[src/rtl/fetch_unit.sv]
// fetch_unit: instruction-fetch front end for the multi-cycle CPU.
//
// Keeps a fetch PC, issues one memory read at a time and buffers the
// returned {pc, instruction} pairs in a small circular prefetch queue
// that feeds the decoder. Redirects (relative branch, absolute jump,
// return through the link register) flush the queue and retarget fetch.
//
// Ports:
//   clk, reset      rising-edge clock, synchronous active-high reset
//   mem_cmd         2'b01 (read) while a request is outstanding, else 2'b00
//   mem_addr        address of the outstanding request, 0 when idle
//   mem_ready       read_data is valid for the outstanding request
//   read_data       memory read data
//   ir_valid        queue head is valid
//   ir_data, ir_pc  queue head instruction and its address (0 when empty)
//   ir_ready        decoder consumes the head this cycle
//   redirect        one-cycle redirect strobe
//   redirect_mode   00 relative, 01 absolute, 10 return, 11 as relative
//   branch_pc       pc of the redirecting instruction
//   redirect_off    sign-extended relative offset
//   redirect_tgt    absolute target
//   redirect_link   with redirect: link <= branch_pc + 1
//   link_out        current link register value
//
// state | meaning
// ------+--------------------------------------------------------------
// IDLE  | no request outstanding; issues one when the queue has room
// FETCH | read outstanding at req_addr; data is queued on mem_ready
// DROP  | read outstanding but a redirect made it stale; data discarded

module fetch_unit #(
  parameter int                ADDR_W   = 9,
  parameter int                DATA_W   = 16,
  parameter int                DEPTH    = 2,
  parameter logic [ADDR_W-1:0] RESET_PC = '0
) (
  input  logic              clk,
  input  logic              reset,
  output logic [1:0]        mem_cmd,
  output logic [ADDR_W-1:0] mem_addr,
  input  logic              mem_ready,
  input  logic [DATA_W-1:0] read_data,
  output logic              ir_valid,
  output logic [DATA_W-1:0] ir_data,
  output logic [ADDR_W-1:0] ir_pc,
  input  logic              ir_ready,
  input  logic              redirect,
  input  logic [1:0]        redirect_mode,
  input  logic [ADDR_W-1:0] branch_pc,
  input  logic [ADDR_W-1:0] redirect_off,
  input  logic [ADDR_W-1:0] redirect_tgt,
  input  logic              redirect_link,
  output logic [ADDR_W-1:0] link_out
);

  localparam int PTR_W = (DEPTH > 1) ? $clog2(DEPTH) : 1;
  localparam int CNT_W = $clog2(DEPTH + 1);
  localparam logic [CNT_W-1:0] DEPTH_C = CNT_W'(DEPTH);

  typedef enum logic [1:0] {
    IDLE  = 2'd0,
    FETCH = 2'd1,
    DROP  = 2'd2
  } state_t;

  state_t state, state_nxt;

  logic [ADDR_W-1:0] fpc;
  logic [ADDR_W-1:0] req_addr;
  logic [ADDR_W-1:0] link_q;
  logic [ADDR_W-1:0] target;

  logic [ADDR_W-1:0] q_pc   [DEPTH];
  logic [DATA_W-1:0] q_data [DEPTH];
  logic [PTR_W-1:0]  head, tail;
  logic [CNT_W-1:0]  count;
  logic [CNT_W-1:0]  count_after_pop;
  logic [CNT_W-1:0]  count_after_push;

  logic pop, push, issue;

  // Redirect beats both queue operations in the same cycle.
  assign pop              = (count != '0) && ir_ready && !redirect;
  assign push             = (state == FETCH) && mem_ready && !redirect;
  assign count_after_pop  = count - CNT_W'(pop);
  assign count_after_push = count_after_pop + CNT_W'(push);

  // A request is only issued when its data is guaranteed a slot, so a
  // push can never land on a full queue.
  assign issue = (state == IDLE) && !redirect && (count_after_pop < DEPTH_C);

  // Return uses the link value from before any same-cycle link write.
  always_comb begin
    target = branch_pc + ADDR_W'(1) + redirect_off;
    case (redirect_mode)
      2'b01:   target = redirect_tgt;
      2'b10:   target = link_q;
      default: target = branch_pc + ADDR_W'(1) + redirect_off;
    endcase
  end

  // State register
  always_ff @(posedge clk) begin
    if (reset) state <= IDLE;
    else       state <= state_nxt;
  end

  // Next-state logic
  always_comb begin
    state_nxt = state;
    case (state)
      IDLE: begin
        if (issue) state_nxt = FETCH;
      end
      FETCH: begin
        if (redirect)
          state_nxt = mem_ready ? IDLE : DROP;
        else if (mem_ready)
          state_nxt = (count_after_push < DEPTH_C) ? FETCH : IDLE;
      end
      DROP: begin
        if (mem_ready) state_nxt = IDLE;
      end
      default: state_nxt = IDLE;
    endcase
  end

  // Output logic
  always_comb begin
    mem_cmd  = 2'b00;
    mem_addr = '0;
    if (state == FETCH || state == DROP) begin
      mem_cmd  = 2'b01;
      mem_addr = req_addr;
    end
    ir_valid = (count != '0);
    ir_data  = ir_valid ? q_data[head] : '0;
    ir_pc    = ir_valid ? q_pc[head]   : '0;
    link_out = link_q;
  end

  // Fetch PC, request address and link register
  always_ff @(posedge clk) begin
    if (reset) begin
      fpc      <= RESET_PC;
      req_addr <= '0;
      link_q   <= '0;
    end else begin
      if (redirect)
        fpc <= target;
      else if (push)
        fpc <= req_addr + ADDR_W'(1);

      // Back-to-back fetch: the next request follows the one completing.
      if (issue)
        req_addr <= fpc;
      else if (push && state_nxt == FETCH)
        req_addr <= req_addr + ADDR_W'(1);

      if (redirect && redirect_link)
        link_q <= branch_pc + ADDR_W'(1);
    end
  end

  // Queue pointers and occupancy
  always_ff @(posedge clk) begin
    if (reset || redirect) begin
      head  <= '0;
      tail  <= '0;
      count <= '0;
    end else begin
      if (push) tail <= tail + PTR_W'(1);
      if (pop)  head <= head + PTR_W'(1);
      count <= count_after_push;
    end
  end

  // Queue storage; contents are only observed through count, so no reset.
  always_ff @(posedge clk) begin
    if (push) begin
      q_pc[tail]   <= req_addr;
      q_data[tail] <= read_data;
    end
  end

endmodule

[config.mk]
export PLATFORM = sky130hd
export DESIGN_NAME = fetch_unit
export DESIGN_NICKNAME = d
export VERILOG_FILES = /design/src/rtl/fetch_unit.sv
export SDC_FILE = /design/constraint.sdc
export NUM_CORES = 1
export LEC_CHECK = 0
export ABC_AREA = 1
export BUFFER_PORTS_ARGS = -buffer_cell sky130_fd_sc_hd__buf_2
export CAP_MARGIN = 20
export CORE_ASPECT_RATIO = 1.25
export CORE_MARGIN = 1
export CORE_UTILIZATION = 35
export DETAILED_ROUTE_END_ITERATION = 12
export HOLD_SLACK_MARGIN = 0.12
export PLACE_DENSITY = 0.61
export SETUP_SLACK_MARGIN = 0.02
export SLEW_MARGIN = 5
export SYNTH_ARGS = -nofsm -noshare
export SYNTH_HDL_FRONTEND = slang
export SYNTH_SLANG_ARGS = --single-unit
[constraint.sdc]
create_clock -name clk -period 2.9 [get_ports clk]
set_input_delay 0.29 -clock clk [delete_from_list [all_inputs] [get_ports clk]]
set_output_delay 0.29 -clock clk [all_outputs]
set_load 0.02 [all_outputs]
==> summary.md, run 1 <==
| Metric | Value |
|---|---|
| Status | `complete, no violations` |
| Clock skew | `0.00631 ns` |
| Final WL | `9790 um` |
| Switching part of the total | `26.6%` |
| Netlist cell types | `34` |
| NetSw | `0.738 mW` |
| Max-Cap Viols | `0` |
| Initial antenna violation count | `0` |
| Most numerous cell on the critical path | `nand2_1` |
| Die ar. | `0.0129 mm2` |
| CTS tree | `built` |
| Global-route wire length before repair | `15500 um` |
| Core area | `0.0121 mm2` |
| Leakage | `2.47 nW` |
| Max frequency | `466 MHz` |
| CP max stage delay | `0.34 ns` |
| Initial core utilization | `35.9%` |
| Worst-skew pair later-pin latency | `0.33 ns` |
| VDD IR-drop max | `0.226 mV` |
| Main synth FF type | `edfxtp_1` |
| Nets | `686` |
| Sequential fraction of the synthesis area | `50.2%` |
| Critical path, cell by cell | `nor2_2 -> inv_1 -> nand2_1 -> nor2_1 -> ha_1 -> inv_1 -> ha_1 -> inv_1 -> nand2_1 -> nand3_1 -> nand3_1 -> nand2_1 -> nand2_4 -> nand2_4 -> nand2_1 -> a21oi_1` |
| Post-route minimum period | `2.15 ns` |
| Number of synthesized flops with an enable pin | `50` |
| Final Slew Violations | `0` |
| Yosys Warn Count | `0` |
| CP Data Required Time | `3.16 ns` |
| Routability-driven placement congestion ratio | `0.843` |
| Critical path type | `flip-flop to flip-flop` |
| Most frequent cells in the layout | `154 x nand2_1, 95 x buf_2, 61 x a21oi_1` |
| CTS Sinks | `84` |
| Final setup fails | `0` |
| Post-synth ARST share | `0%` |
| Area of the multi-input gates | `0.00185 mm2` |
| Area Overhead vs Synth | `21.7%` |
| Mean Syn Cell Area | `8.32 um2` |
| Unrepaired setup endpoints after global routing | `false` |
| Cells after synthesis | `522` |
| Die H | `127 um` |
| Port Buf Inserts | `95` |
| Clk root buf | `clkbuf_16` |
| Via count | `3659` |
| Register area | `0.00218 mm2` |
| Synthesized cell area | `0.00434 mm2` |
| Setup crit start kind | `flip-flop` |
| CTS Buf Count | `9` |
| Mapped Nets | `592` |
| Setup TNS | `0 ns` |
| Critical Path Fanout Max | `10` |
| Relative slew slack | `62.6%` |
| Seq cells post-synth | `84` |
| Total power | `2.77 mW` |
| Row count | `45` |
| Largest net degree at the start of global routing | `27` |
| Final Hold Vio Count | `0` |
| Drt via density | `4.66` |
| Worst path slowest cell | `dfxtp_1` |
| PD cells | `524 mW/mm2` |
| DRC Markers | `0` |
| Crit. End Element | `flip-flop` |
| Share of cells above drive strength 1 | `20.3%` |
| Setup Buffers After CTS | `0` |
| Tot GR Track Use | `15.6%` |
| Post-DRT Antenna Nets | `0` |
| Antenna fix cells | `0` |
| HPWL Detailed | `7320 um` |
| CTS H-tree lvls | `3` |
| Die Wd | `102 um` |
| Int Power | `2.03 mW` |
| Fill cells | `1196` |
| Reg clk slew, reported paths | `0.06 ns` |
| Clock Tree Buf Depth | `2` |
| Grt total ovfl | `0` |
| Comb pwr share | `14.0%` |
| Vias in the first global route | `3458` |
| CP Data Arrival Time | `2.41 ns` |
| Worst min-delay path category | `input port to flip-flop` |
| Fin crit share | `74.0%` |
| Detailed Routing Iterations Pass 1 | `4` |
| Slew @ Worst Pin | `0.560 ns` |
| Drt first-iter violations | `117` |
| Sequential power share | `48.0%` |
| Most common cell after layout, fill and taps aside | `nand2_1` |
| DR WL/cell | `12.5 um` |
| Io pins | `97` |
| Share of total power in the clock network | `38.0%` |
[Yosys cell counts (2+ instances only)]
cell type	instances	area [um2]
a22o_1	3	26.3
buf_2	4	20.0
nand2_4	2	22.5
o21ai_1	2	10.0
inv_2	2	7.51
dfxtp_1	34	681
inv_1	59	221
o211ai_1	2	15.0
clkbuf_1	14	52.6
edfxtp_1	50	1500
nand3_1	27	135
ha_1	18	225
a22oi_1	3	22.5
a21oi_1	61	305
xnor2_1	5	43.8
nor2_1	27	101
nand2_1	154	578
o21ai_0	23	115
xor2_1	14	123
o21bai_1	4	30.0
[routing by layer]
layer,global-route usage [%],up-vias,part of all wire (%),wire (um)
met5,0,-,0,0
li1,-,1902,-,-
met2,28.4,89,50,4930
met3,3.09,7,4.0,393
met4,6.48,0,1.1,112
met1,17.4,1661,44,4350
[flip-flops by register name, summed over array words and instances (netlist names), named ones only]
signal / count
q_data: 32
q_pc: 18
head: 1
count: 2
state: 2
tail: 1
fpc: 9
req_addr: 9
link_out: 9
[through the flow]
step / instances / hold slack (ns) / setup WS [ns] / instance area (um2) / utilization (%)
after floorplan: 522 / 0.380 / 0.401 / 4340 / -
after global placement: 768 / 0.459 / 0.609 / 5000 / 41.3
after detailed placement: 768 / 0.467 / 0.545 / 5000 / 41.3
after CTS: 784 / 0.121 / 0.723 / 5280 / 43.6
after global routing: 785 / 0.120 / 0.525 / 5290 / 43.7
final: 785 / 0.141 / 0.753 / 5290 / 43.7
[worst max-delay path, delay by kind of cell (launching register included)]
family | cells | cell delay (ns)
flip-flops | 1 | 0.34
adder cells (fa/ha/maj) | 2 | 0.48
AO/OA/AOI/OAI | 1 | 0.12
buffers and inverters | 3 | 0.16
AND/OR/NAND/NOR | 10 | 0.97
[power groups by stage]
stage | Sequential, mW | Clock, mW | Combinational [mW]
3_3_place_gp | 1.36 | 0 | 0.380
4_1_cts | 1.33 | 1.08 | 0.389
6_report | 1.33 | 1.05 | 0.388
5_1_grt | 1.33 | 1.13 | 0.438
2_1_floorplan | 1.36 | 0 | 0.255
3_5_place_dp | 1.36 | 0 | 0.387
[final timing paths]
check                                   from           end  slack [ns]  cells after the start
worst min register to register          head          head        0.48                      2
worst max-delay path                count[1]   req_addr[2]        0.75                     16
worst max register to register      count[1]   req_addr[2]        0.75                     16
worst min-delay path            read_data[8]  q_data[1][8]        0.14                      1
[logic make-up (layout without fill, tap and decap cells)]
kind of cell	count (synthesis)	count (layout)	share of synthesized area, %
xor+xnor	19	19	3.83
buf+inv	82	181	7.29
other cells	1	1	0.0863
compound gates	103	103	13.0
flops	84	84	50.2
simple gates	214	214	19.9
fa+ha+maj	19	19	5.65
[cell type report]
cell class                      count  area share, %
Sequential cell                    84           41.3
Multi-Input combinational cell    356           35.0
Timing Repair Buffer              103           10.2
Inverter                           62           4.40
Clock buffer                       10           4.33
Tap cell                          164           3.88
Clock inverter                      6          0.899
[timing repair]
item,4_1_cts,5_1_grt
endpoints found under the hold margin,0,2
hold buffers,0,1
gates resized for setup,0,0
(Power assumes the default switching activity.)
==> inputs of run 2 (changes only) <==
PLACE_DENSITY = 0.63   (was 0.61)
clock period = 1.9 ns   (was 2.9 ns; I/O delays follow)
==> summary.md, run 2 (same netlist as run 1, synthesis figures left out) <==
| Metric | Value |
|---|---|
| Status | `complete, no violations` |
| Most numerous cell on the critical path | `nor2_4` |
| Clk root buf | `clkbuf_16` |
| Row count | `45 (unchanged)` |
| CP Data Arrival Time | `2.11 ns (-0.30 ns)` |
| Final WL | `10900 um (+11%)` |
| Setup crit start kind | `flip-flop` |
| Tot GR Track Use | `16.5% (+0.91 points)` |
| Critical path, cell by cell | `nor2_4 -> inv_4 -> nand2_4 -> nor2_4 -> ha_4 -> xnor2_2 -> nand2_2 -> nand3_2 -> nand2_2 -> nor2_4 -> buf_6 -> nand2_8 -> nand3_1 -> a21oi_2` |
| Initial core utilization | `35.9% (unchanged)` |
| Most frequent cells in the layout | `139 x nand2_1, 95 x buf_2, 55 x inv_1` |
| Final Slew Violations | `0 (unchanged)` |
| CTS Buf Count | `9 (unchanged)` |
| Die Wd | `102 um (unchanged)` |
| Antenna fix cells | `0 (unchanged)` |
| Hold slack | `0.181 ns (+0.0405 ns)` |
| Worst path slowest cell | `dfxtp_2` |
| Grt total ovfl | `0 (unchanged)` |
| Share of cells above drive strength 1 | `32.3% (+12 points)` |
| Final setup fails | `0 (unchanged)` |
| Fin crit share | `98.7% (+25 points)` |
| VDD IR-drop max | `0.417 mV (+85%)` |
| Most common cell after layout, fill and taps aside | `nand2_1` |
| Reg clk slew, reported paths | `0.07 ns (about the same)` |
| Max frequency | `533 MHz (+14%)` |
| CP max stage delay | `0.33 ns (about the same)` |
| Unrepaired setup endpoints after global routing | `true` |
| CTS H-tree lvls | `3 (unchanged)` |
| Leakage | `2.80 nW (+13%)` |
| Vias in the first global route | `3683 (+6.5%)` |
| Finished Cell Area | `0.00614 mm2 (+16%)` |
| CP Data Required Time | `2.13 ns (-1.03 ns)` |
| Die ar. | `0.0129 mm2 (unchanged)` |
| Post-route minimum period | `1.88 ns (-0.271 ns)` |
| CTS Sinks | `84 (unchanged)` |
| Worst-skew pair later-pin latency | `0.34 ns (about the same)` |
| Biggest regs | `q_data: 32 flops, q_pc: 18 flops` |
| Max-Cap Viols | `0 (unchanged)` |
| Final Hold Vio Count | `0 (unchanged)` |
| Detailed Routing Iterations Pass 1 | `4 (unchanged)` |
| Final core occ | `50.8% (+7.1 points)` |
| Global-route wire length before repair | `16600 um (+6.9%)` |
| Drt first-iter violations | `133 (+14%)` |
| Nets | `740 (+7.9%)` |
| Total power | `4.68 mW (+69%)` |
| Clock Tree Buf Depth | `2 (unchanged)` |
| Max reg flops | `32 (unchanged)` |
| CTS tree | `built` |
| PD cells | `762 mW/mm2 (+45%)` |
| Critical path type | `flip-flop to flip-flop` |
| Post-DRT Antenna Nets | `0 (unchanged)` |
| Drt via density | `4.69 (+0.62%)` |
| Clock skew | `0.0111 ns (+0.00482 ns)` |
| Setup WS pre-CTS | `-0.243 ns (-0.788 ns)` |
| Crit. End Element | `flip-flop` |
| Top reg by flops | `q_data` |
| Port Buf Inserts | `95 (unchanged)` |
| Top delay family on crit path | `simple AND/OR/NAND/NOR gates` |
| Routability-driven placement congestion ratio | `0.882 (+4.7%)` |
| Initial antenna violation count | `0 (unchanged)` |
| Placed cell areas | `0.00526 mm2 (+5.2%)` |
| DR WL/cell | `13.0 um (+3.9%)` |
| Critical Path Fanout Max | `5 (-5)` |
| HPWL Detailed | `7530 um (+2.8%)` |
| Via count | `3935 (+7.5%)` |
| Largest net degree at the start of global routing | `26 (-3.7%)` |
| Post-route setup slack | `0.0239 ns (-0.729 ns)` |
| Worst min-delay path category | `input port to flip-flop` |
| Worst path bufs/invs | `2 (-1)` |
| DRC Markers | `0 (unchanged)` |
| Die H | `127 um (unchanged)` |
| Io pins | `97 (unchanged)` |
| Core area | `0.0121 mm2 (unchanged)` |
| Area Overhead vs Synth | `41.4%` |
-- run 2: per-layer routing --
layer / track usage, % / share of wire (%) / up-vias
li1: - / - / 2006
met4: 6.56 / 1.9 / 0
met3: 3.91 / 4.4 / 18
met2: 28.6 / 51 / 117
met1: 19.4 / 43 / 1794
met5: 0 / 0 / -
-- run 2: per-stage QoR --
stage	TNS, ns	instances
final	0	839
after global routing	-0.805	839
after CTS	-0.174	835
after detailed placement	-1.38	795
after global placement	-0.648	795
after floorplan	-8.95	522
-- run 2: worst register-to-register path: stages (launching register included) --
cell and delay, ns:
dfxtp_2 0.33, nor2_4 0.13, inv_4 0.05, nand2_4 0.08, nor2_4 0.05, ha_4 0.16, xnor2_2 0.19, nand2_2 0.11
nand3_2 0.07, nand2_2 0.07, nor2_4 0.20, buf_6 0.15, nand2_8 0.07, nand3_1 0.08, a21oi_2 0.05
-- run 2: worst paths after layout --
path                            cells past startpoint  slack [ns]           to     start
worst max-delay path                               14        0.02  req_addr[7]  count[0]
worst min-delay path                                2        0.18       fpc[0]     reset
worst max register to register                     14        0.02  req_addr[7]  count[0]
worst min register to register                      2        0.48         head      head
-- run 2: cell type report --
class	instances	area, um2
well taps	164	205
clock buffers	9	225
repair buffers	155	1030
fillers	1124	5960
inverters	62	239
multi-input cells	358	2160
flip-flops and latches	84	2190
clock inverters	7	90.1
-- run 2: report_power, final --
part | switching [mW] | total [mW] | internal, mW
Clock | 0.767 | 1.82 | 1.05
Sequential | 0.0374 | 2.03 | 1.99
Combinational | 0.473 | 0.834 | 0.361
-- run 2: what timing repair did --
item	4_1_cts	5_1_grt
hold buffers	17	0
resized for setup	9	60
cloned	2	1
buffers inserted	5	3
endpoints found under the hold margin	33	0
pin swaps	12	27
setup endpoints to repair	18	73
